File: config.mk
export PLATFORM = sky130hd
export DESIGN_NAME = ir_key_controller
export DESIGN_NICKNAME = d
export VERILOG_FILES = /design/src/rtl/ir_key_pkg.sv /design/src/rtl/ir_frame_decode.sv /design/src/rtl/ir_key_controller.sv
export SDC_FILE = /design/constraint.sdc
export NUM_CORES = 1
export LEC_CHECK = 0
export CAP_MARGIN = 0
export CORE_MARGIN = 3
export CORE_UTILIZATION = 56
export CTS_CLUSTER_SIZE = 30
export DETAILED_ROUTE_END_ITERATION = 8
export PLACE_DENSITY = 0.8
export SLEW_MARGIN = 20
export SYNTH_ARGS = -nofsm -noshare
export SYNTH_HDL_FRONTEND = slang
export SYNTH_SLANG_ARGS = --single-unit
export TNS_END_PERCENT = 100
File: constraint.sdc
create_clock -name clk -period 3.1 [get_ports clk]
set_input_delay 0.775 -clock clk [delete_from_list [all_inputs] [get_ports clk]]
set_output_delay 0.775 -clock clk [all_outputs]
set_load 0.005 [all_outputs]
File: src/rtl/ir_key_pkg.sv
// ir_key_pkg: shared encodings and field widths for the IR key controller.
// Holds the FSM state encoding, the event type codes, the SIRC field widths
// and a clog2 helper used to size the frame-gap counter.
package ir_key_pkg;

  localparam int CMD_W   = 7;
  localparam int ADDR_W  = 5;
  localparam int FRAME_W = CMD_W + ADDR_W;

  typedef enum logic [1:0] {
    S_IDLE    = 2'd0,
    S_CONFIRM = 2'd1,
    S_HELD    = 2'd2
  } state_e;

  typedef enum logic [1:0] {
    EV_NONE    = 2'b00,
    EV_PRESS   = 2'b01,
    EV_REPEAT  = 2'b10,
    EV_RELEASE = 2'b11
  } ev_type_e;

  // Number of bits needed to count from 0 to value-1.
  function automatic int clog2(input int value);
    int result;
    int v;
    result = 0;
    v = value - 1;
    while (v > 0) begin
      result = result + 1;
      v = v >> 1;
    end
    return result;
  endfunction

endpackage

File: src/rtl/ir_frame_decode.sv
// ir_frame_decode: combinational unpacking of one raw receiver frame.
// The receiver shifts bits in so the first bit received lands in [11];
// SIRC sends command then address, each LSB first, so both fields come out
// bit-reversed and are flipped back here before the address compare.
module ir_frame_decode
  import ir_key_pkg::*;
#(
  parameter logic [ADDR_W-1:0] DEVICE_ADDR = 5'd1
) (
  input  logic [FRAME_W-1:0] frame,
  output logic [CMD_W-1:0]   cmd,
  output logic               match_addr
);

  logic [ADDR_W-1:0] addr;

  // Undo the shift-register bit order and compare the address field.
  always_comb begin
    cmd  = '0;
    addr = '0;
    for (int i = 0; i < CMD_W; i++) begin
      cmd[i] = frame[FRAME_W-1-i];
    end
    for (int j = 0; j < ADDR_W; j++) begin
      addr[j] = frame[ADDR_W-1-j];
    end
    match_addr = (addr == DEVICE_ADDR);
  end

endmodule

File: src/rtl/ir_key_controller.sv
// ir_key_controller: turns the IR receiver frame stream into debounced
// press / auto-repeat / release events on a single-entry valid/ready port.
// Optional feature macro: IR_AUTOREPEAT_EN enables repeat events while a key
// is held; without it a held key yields exactly one press and one release.
module ir_key_controller
  import ir_key_pkg::*;
#(
  parameter logic [ADDR_W-1:0] DEVICE_ADDR     = 5'd1,
  parameter int                CONFIRM_FRAMES  = 2,
  parameter int                RELEASE_TIMEOUT = 6750000,
  parameter int                REPEAT_FRAMES   = 5
) (
  input  logic               clk,
  input  logic               rst,
  input  logic [FRAME_W-1:0] frame,
  input  logic               frame_rdy,
  output logic [CMD_W-1:0]   key_code,
  output logic               key_valid,
  output logic               ev_valid,
  output logic [1:0]         ev_type,
  output logic [CMD_W-1:0]   ev_code,
  input  logic               ev_ready,
  output logic               ev_overflow
);

  localparam int               GAP_W      = clog2(RELEASE_TIMEOUT + 1);
  localparam logic [GAP_W-1:0] GAP_MAX    = GAP_W'(RELEASE_TIMEOUT);
  localparam logic [GAP_W-1:0] GAP_EXPIRE = GAP_W'(RELEASE_TIMEOUT - 1);
  localparam logic [3:0]       CONFIRM_N  = 4'(CONFIRM_FRAMES);
`ifdef IR_AUTOREPEAT_EN
  localparam logic [3:0]       REPEAT_N   = 4'(REPEAT_FRAMES);
`endif

  if (CONFIRM_FRAMES < 1 || CONFIRM_FRAMES > 15) begin : g_bad_confirm
    $error("CONFIRM_FRAMES must be in 1..15");
  end
  if (REPEAT_FRAMES < 1 || REPEAT_FRAMES > 15) begin : g_bad_repeat
    $error("REPEAT_FRAMES must be in 1..15");
  end

  state_e            state_q, state_d;
  logic              frame_rdy_q;
  logic [GAP_W-1:0]  gap_q, gap_d;
  logic [CMD_W-1:0]  cand_q, cand_d;
  logic [3:0]        cnt_q, cnt_d;
  logic [CMD_W-1:0]  key_code_q, key_code_d;
  logic              key_valid_q, key_valid_d;
`ifdef IR_AUTOREPEAT_EN
  logic [3:0]        rcnt_q, rcnt_d;
`endif
  logic              ev_valid_q, ev_valid_d;
  ev_type_e          ev_type_q, ev_type_d;
  logic [CMD_W-1:0]  ev_code_q, ev_code_d;
  logic              ev_overflow_q, ev_overflow_d;

  logic              fstb;
  logic              accepted;
  logic              timeout;
  logic [CMD_W-1:0]  cmd;
  logic              match_addr;
  logic              new_ev;
  ev_type_e          new_ev_type;
  logic [CMD_W-1:0]  new_ev_code;
  logic              extra_ev;
  logic              slot_free;

  ir_frame_decode #(
    .DEVICE_ADDR(DEVICE_ADDR)
  ) u_decode (
    .frame     (frame),
    .cmd       (cmd),
    .match_addr(match_addr)
  );

  // Frame strobe, address filter and the gap counter that measures silence.
  always_comb begin
    fstb     = frame_rdy && !frame_rdy_q;
    accepted = fstb && match_addr;
    timeout  = !accepted && (gap_q == GAP_EXPIRE);
    gap_d    = gap_q;
    if (accepted) begin
      gap_d = '0;
    end else if (gap_q != GAP_MAX) begin
      gap_d = gap_q + GAP_W'(1);
    end
  end

  // Key state machine: confirm identical frames, track the held key, raise events.
  always_comb begin
    state_d     = state_q;
    cand_d      = cand_q;
    cnt_d       = cnt_q;
    key_code_d  = key_code_q;
    key_valid_d = key_valid_q;
`ifdef IR_AUTOREPEAT_EN
    rcnt_d      = rcnt_q;
`endif
    new_ev      = 1'b0;
    new_ev_type = EV_NONE;
    new_ev_code = '0;
    extra_ev    = 1'b0;
    case (state_q)
      S_IDLE: begin
        if (accepted) begin
          cand_d = cmd;
          cnt_d  = 4'd1;
          if (CONFIRM_N == 4'd1) begin
            state_d     = S_HELD;
            key_code_d  = cmd;
            key_valid_d = 1'b1;
            new_ev      = 1'b1;
            new_ev_type = EV_PRESS;
            new_ev_code = cmd;
`ifdef IR_AUTOREPEAT_EN
            rcnt_d      = 4'd0;
`endif
          end else begin
            state_d = S_CONFIRM;
          end
        end
      end
      S_CONFIRM: begin
        if (accepted) begin
          if (cmd == cand_q) begin
            cnt_d = cnt_q + 4'd1;
            if (cnt_q + 4'd1 == CONFIRM_N) begin
              state_d     = S_HELD;
              key_code_d  = cand_q;
              key_valid_d = 1'b1;
              new_ev      = 1'b1;
              new_ev_type = EV_PRESS;
              new_ev_code = cand_q;
`ifdef IR_AUTOREPEAT_EN
              rcnt_d      = 4'd0;
`endif
            end
          end else begin
            cand_d = cmd;
            cnt_d  = 4'd1;
          end
        end else if (timeout) begin
          state_d = S_IDLE;
        end
      end
      S_HELD: begin
        if (accepted) begin
          if (cmd != key_code_q) begin
            new_ev      = 1'b1;
            new_ev_type = EV_RELEASE;
            new_ev_code = key_code_q;
            key_valid_d = 1'b0;
            cand_d      = cmd;
            cnt_d       = 4'd1;
            if (CONFIRM_N == 4'd1) begin
              state_d     = S_HELD;
              key_code_d  = cmd;
              key_valid_d = 1'b1;
              extra_ev    = 1'b1;
`ifdef IR_AUTOREPEAT_EN
              rcnt_d      = 4'd0;
`endif
            end else begin
              state_d = S_CONFIRM;
            end
          end
`ifdef IR_AUTOREPEAT_EN
          else begin
            if (rcnt_q + 4'd1 == REPEAT_N) begin
              rcnt_d      = 4'd0;
              new_ev      = 1'b1;
              new_ev_type = EV_REPEAT;
              new_ev_code = key_code_q;
            end else begin
              rcnt_d = rcnt_q + 4'd1;
            end
          end
`endif
        end else if (timeout) begin
          new_ev      = 1'b1;
          new_ev_type = EV_RELEASE;
          new_ev_code = key_code_q;
          key_valid_d = 1'b0;
          state_d     = S_IDLE;
        end
      end
      default: begin
        state_d = S_IDLE;
      end
    endcase
  end

  // Single-entry event slot: load when free, otherwise drop and flag overflow.
  always_comb begin
    ev_valid_d    = ev_valid_q;
    ev_type_d     = ev_type_q;
    ev_code_d     = ev_code_q;
    ev_overflow_d = ev_overflow_q;
    slot_free     = !ev_valid_q || ev_ready;
    if (new_ev && slot_free) begin
      ev_valid_d = 1'b1;
      ev_type_d  = new_ev_type;
      ev_code_d  = new_ev_code;
    end else if (ev_valid_q && ev_ready) begin
      ev_valid_d = 1'b0;
    end
    if ((new_ev && !slot_free) || extra_ev) begin
      ev_overflow_d = 1'b1;
    end
  end

  // State, counters and the event slot; reset discards any held key silently.
  always_ff @(posedge clk or posedge rst) begin
    if (rst) begin
      state_q       <= S_IDLE;
      frame_rdy_q   <= 1'b0;
      gap_q         <= '0;
      cand_q        <= '0;
      cnt_q         <= 4'd0;
      key_code_q    <= '0;
      key_valid_q   <= 1'b0;
`ifdef IR_AUTOREPEAT_EN
      rcnt_q        <= 4'd0;
`endif
      ev_valid_q    <= 1'b0;
      ev_type_q     <= EV_NONE;
      ev_code_q     <= '0;
      ev_overflow_q <= 1'b0;
    end else begin
      state_q       <= state_d;
      frame_rdy_q   <= frame_rdy;
      gap_q         <= gap_d;
      cand_q        <= cand_d;
      cnt_q         <= cnt_d;
      key_code_q    <= key_code_d;
      key_valid_q   <= key_valid_d;
`ifdef IR_AUTOREPEAT_EN
      rcnt_q        <= rcnt_d;
`endif
      ev_valid_q    <= ev_valid_d;
      ev_type_q     <= ev_type_d;
      ev_code_q     <= ev_code_d;
      ev_overflow_q <= ev_overflow_d;
    end
  end

  assign key_code    = key_code_q;
  assign key_valid   = key_valid_q;
  assign ev_valid    = ev_valid_q;
  assign ev_type     = ev_type_q;
  assign ev_code     = ev_code_q;
  assign ev_overflow = ev_overflow_q;

endmodule

==> reports/results.ini <==
[outcome]
outcome = finished clean

[timing]
fin_crit_sh = 0.889
slew_violations = 0
rsz0062_at_grt = false
fin_ws_ns = 0.345
max_freq_mhz = 363
setup_violations = 0
final.setup.tns_ns = 0
hold_viol_final = 0
period_needed_ns = 2.75
finalHoldWorstSlack_ns = 0.471
fin_skew_ns = 0.00828
relSlewSlack = 0.441
tightest_slew_ns = 0.830

[logic_synthesis]
post-synth-top-area-cell = dfrtp_1
avgSynthCellArea_sq_um = 10.5
synth-seq-cells = 56
synthSimpleGateAreaFrac = 0.213
synth_cells = 290
synthMuxAreaShare = 0.0583
yosysSeqAreaShare = 0.460
synth_edf_count = 0
ys_warn_count = 0
synth_nets = 314
synth_top_family_by_area = simple AND/OR/NAND/NOR gates
synth_area_leaders = dfrtp_1 (46%), xor2_1 (4.6%), xnor2_1 (4.3%), nor2_1 (3.8%), ha_1 (3.3%)
synthFlopType = dfrtp_1
synth.top_cell.area_share = 0.460
syn_area_sq_mm = 0.00305
synth-compound-area-share = 0.112
synth_adder_area_share = 0.0329
synth-async-reset-ratio = 1.00
synth_xor_area_frac = 0.0892
yosysUniqueCellTypes = 56

[clock_tree]
postCtsSetupBuffers = 0
cts_buffer_depth = 2
cts-root-buf = clkbuf_8
numCtsBuffers = 5
clk_latency_ns = 0.31
cts_resized = 0
clock_sink_count = 56
cts.htree.levels = 2
clkSlewWorstSetupHoldPaths_ns = 0.10
cts_hold_buffers = 0
cts_tree = yes

[setup_path]
r2r_slack_ns = 0.69
rr_endpoint = ev_code[5]$_DFFE_PP0P_
crit-reg2reg-launch = cnt_q[0]$_DFFE_PP0P_
critPathMaxFanout = 7
cp-end-kind = flop
r2r_cells = 8
criticalPathCategory = in -> reg
worst_setup_path_start_kind = input port
crit_path_end = cand_q[3]$_DFFE_PP0P_
startpoint = frame[9]
cp_data_arrival_time_ns = 2.95
cp.required_ns = 3.30

[global_routing]
grt_overflow = 0
track_usage = 0.210
grt_start_max_net_pins = 57
antenna_found_initial = 0
grt_pass1_wl_mm = 10.6
first_global_vias = 2324

[worst_hold_path]
worstHoldStart = ev_overflow$_DFFE_PP0P_
min_path_type = reg -> reg

[pwr]
irDropWorstVdd_mv = 0.341
powerDensity_mw_per_mm2 = 543
p_leak_nw = 1.51

[place]
place_ws_ns = 0.0459
postPlaceCellArea_sq_mm = 0.00349
dpl.hpwl_mm = 4.27
gp_congestion = 0.811
port_buffers = 34

[floorplanning]
core_sq_mm = 0.00517
start_util = 0.589
die_h_um = 79.7
dieArea_sq_mm = 0.00636
num_rows = 26
die_x_um = 79.7
ios = 35

[route]
vias_per_cell = 5.71
routed_wl_mm = 6.13
ant_nets = 0
wl_per_cell_um = 15.2
drc = 0
vias = 2300
dr.pass1.iters = 4
drtIter0Drc = 90

[finish]
final_nets = 356
drive_gt1_frac = 0.120
fillers = 387
final_cell_mix = dfrtp_1 (56), clkdlybuf4s50_1 (34), nor2_1 (31)
finalInstanceArea_sq_mm = 0.00361
mostFrequentLayoutCell = dfrtp_1
antenna_cells = 0
syn2layout_area_growth_pct = 18.7
fin_util = 0.699

[flow_run]
drv_cap = 0

where the power goes:
| part | internal, W | leakage, nW | total, W | switching [W] |
|---|---|---|---|---|
| Sequential | 0.000855 | 0.720 | 0.00101 | 0.000154 |
| Combinational | 0.000204 | 0.729 | 0.000433 | 0.000228 |
| Clock | 0.000285 | 0.0645 | 0.000520 | 0.000235 |
| Total | 0.00134 | 1.51 | 0.00196 | 0.000617 |
how the worst min path moves through the flow:
stage	end	cells after the start	slack, ns
after global routing	ev_overflow$_DFFE_PP0P_	2	0.50
after floorplan	ev_overflow$_DFFE_PP0P_	2	0.46
after detailed placement	ev_overflow$_DFFE_PP0P_	2	0.45
after global placement	ev_overflow$_DFFE_PP0P_	2	0.45
final	ev_overflow$_DFFE_PP0P_	2	0.47
after CTS	ev_overflow$_DFFE_PP0P_	2	0.48
flip-flops by register name (all words and copies together), names as in the netlist:
signal and count:
key_code 7, ev_overflow 1, ev_type 2, ev_valid 1
frame_rdy_q 1, cnt_q 4, key_valid 1, cand_q 7
state_q 2, gap_q 23, ev_code 7
logic make-up (layout without fill, tap and decap cells):
kind of cell | after synthesis | after routing
AO/OA/AOI/OAI | 46 | 46
XOR/XNOR | 31 | 31
adder cells (fa/ha/maj) | 8 | 8
buffers and inverters | 23 | 66
flip-flops | 56 | 56
multiplexers | 16 | 16
AND/OR/NAND/NOR | 110 | 110
synthesized netlist by cell type, drive strengths merged (2+ instances only):
master	count
dfrtp	56
nor2	31
inv	16
xor2	16
nand2	15
xnor2	15
mux2	14
nand3	14
o21ai	13
a21oi	9
nor3	9
nor3b	9
ha	8
a221o	7
nand4	7
o31ai	5
or3	5
clkbuf	4
nor4	4
and3	3
buf	3
a21o	2
mux2i	2
nand2b	2
nor4b	2
or4	2
or4b	2
worst max-delay path, stage by stage:
cell	delay, ns
clkdlybuf4s50_1	0.54
xnor2_1	0.14
nand4_1	0.23
o31ai_4	0.37
a21o_1	0.18
nand2b_1	0.33
mux2_1	0.37
area by class of cell:
class	count	area (sq um)	area share
Clock inverter	1	30.0	0.00831
Multi-Input combinational cell	211	1540	0.426
Inverter	16	60.1	0.0166
Tap cell	70	87.6	0.0242
Sequential cell	56	1400	0.388
Clock buffer	7	96.3	0.0267
Timing Repair Buffer	42	400	0.111
metrics by stage:
stage	total power [W]	cells
2_1_floorplan	0.00131	290
3_3_place_gp	0.00142	395
3_5_place_dp	0.00145	395
4_1_cts	0.00197	403
5_1_grt	0.00208	403
6_report	0.00196	403
per-layer routing:
| layer | global-route usage | vias to the layer above | part of all wire |
|---|---|---|---|
| met2 | 0.352 | 44 | 0.49 |
| met1 | 0.285 | 1135 | 0.47 |
| li1 | - | 1115 | - |
| met3 | 0.0372 | 6 | 0.034 |
| met4 | 0.0456 | 0 | 0.0096 |
| met5 | 0 | - | 0 |
(Power assumes the default switching activity.)
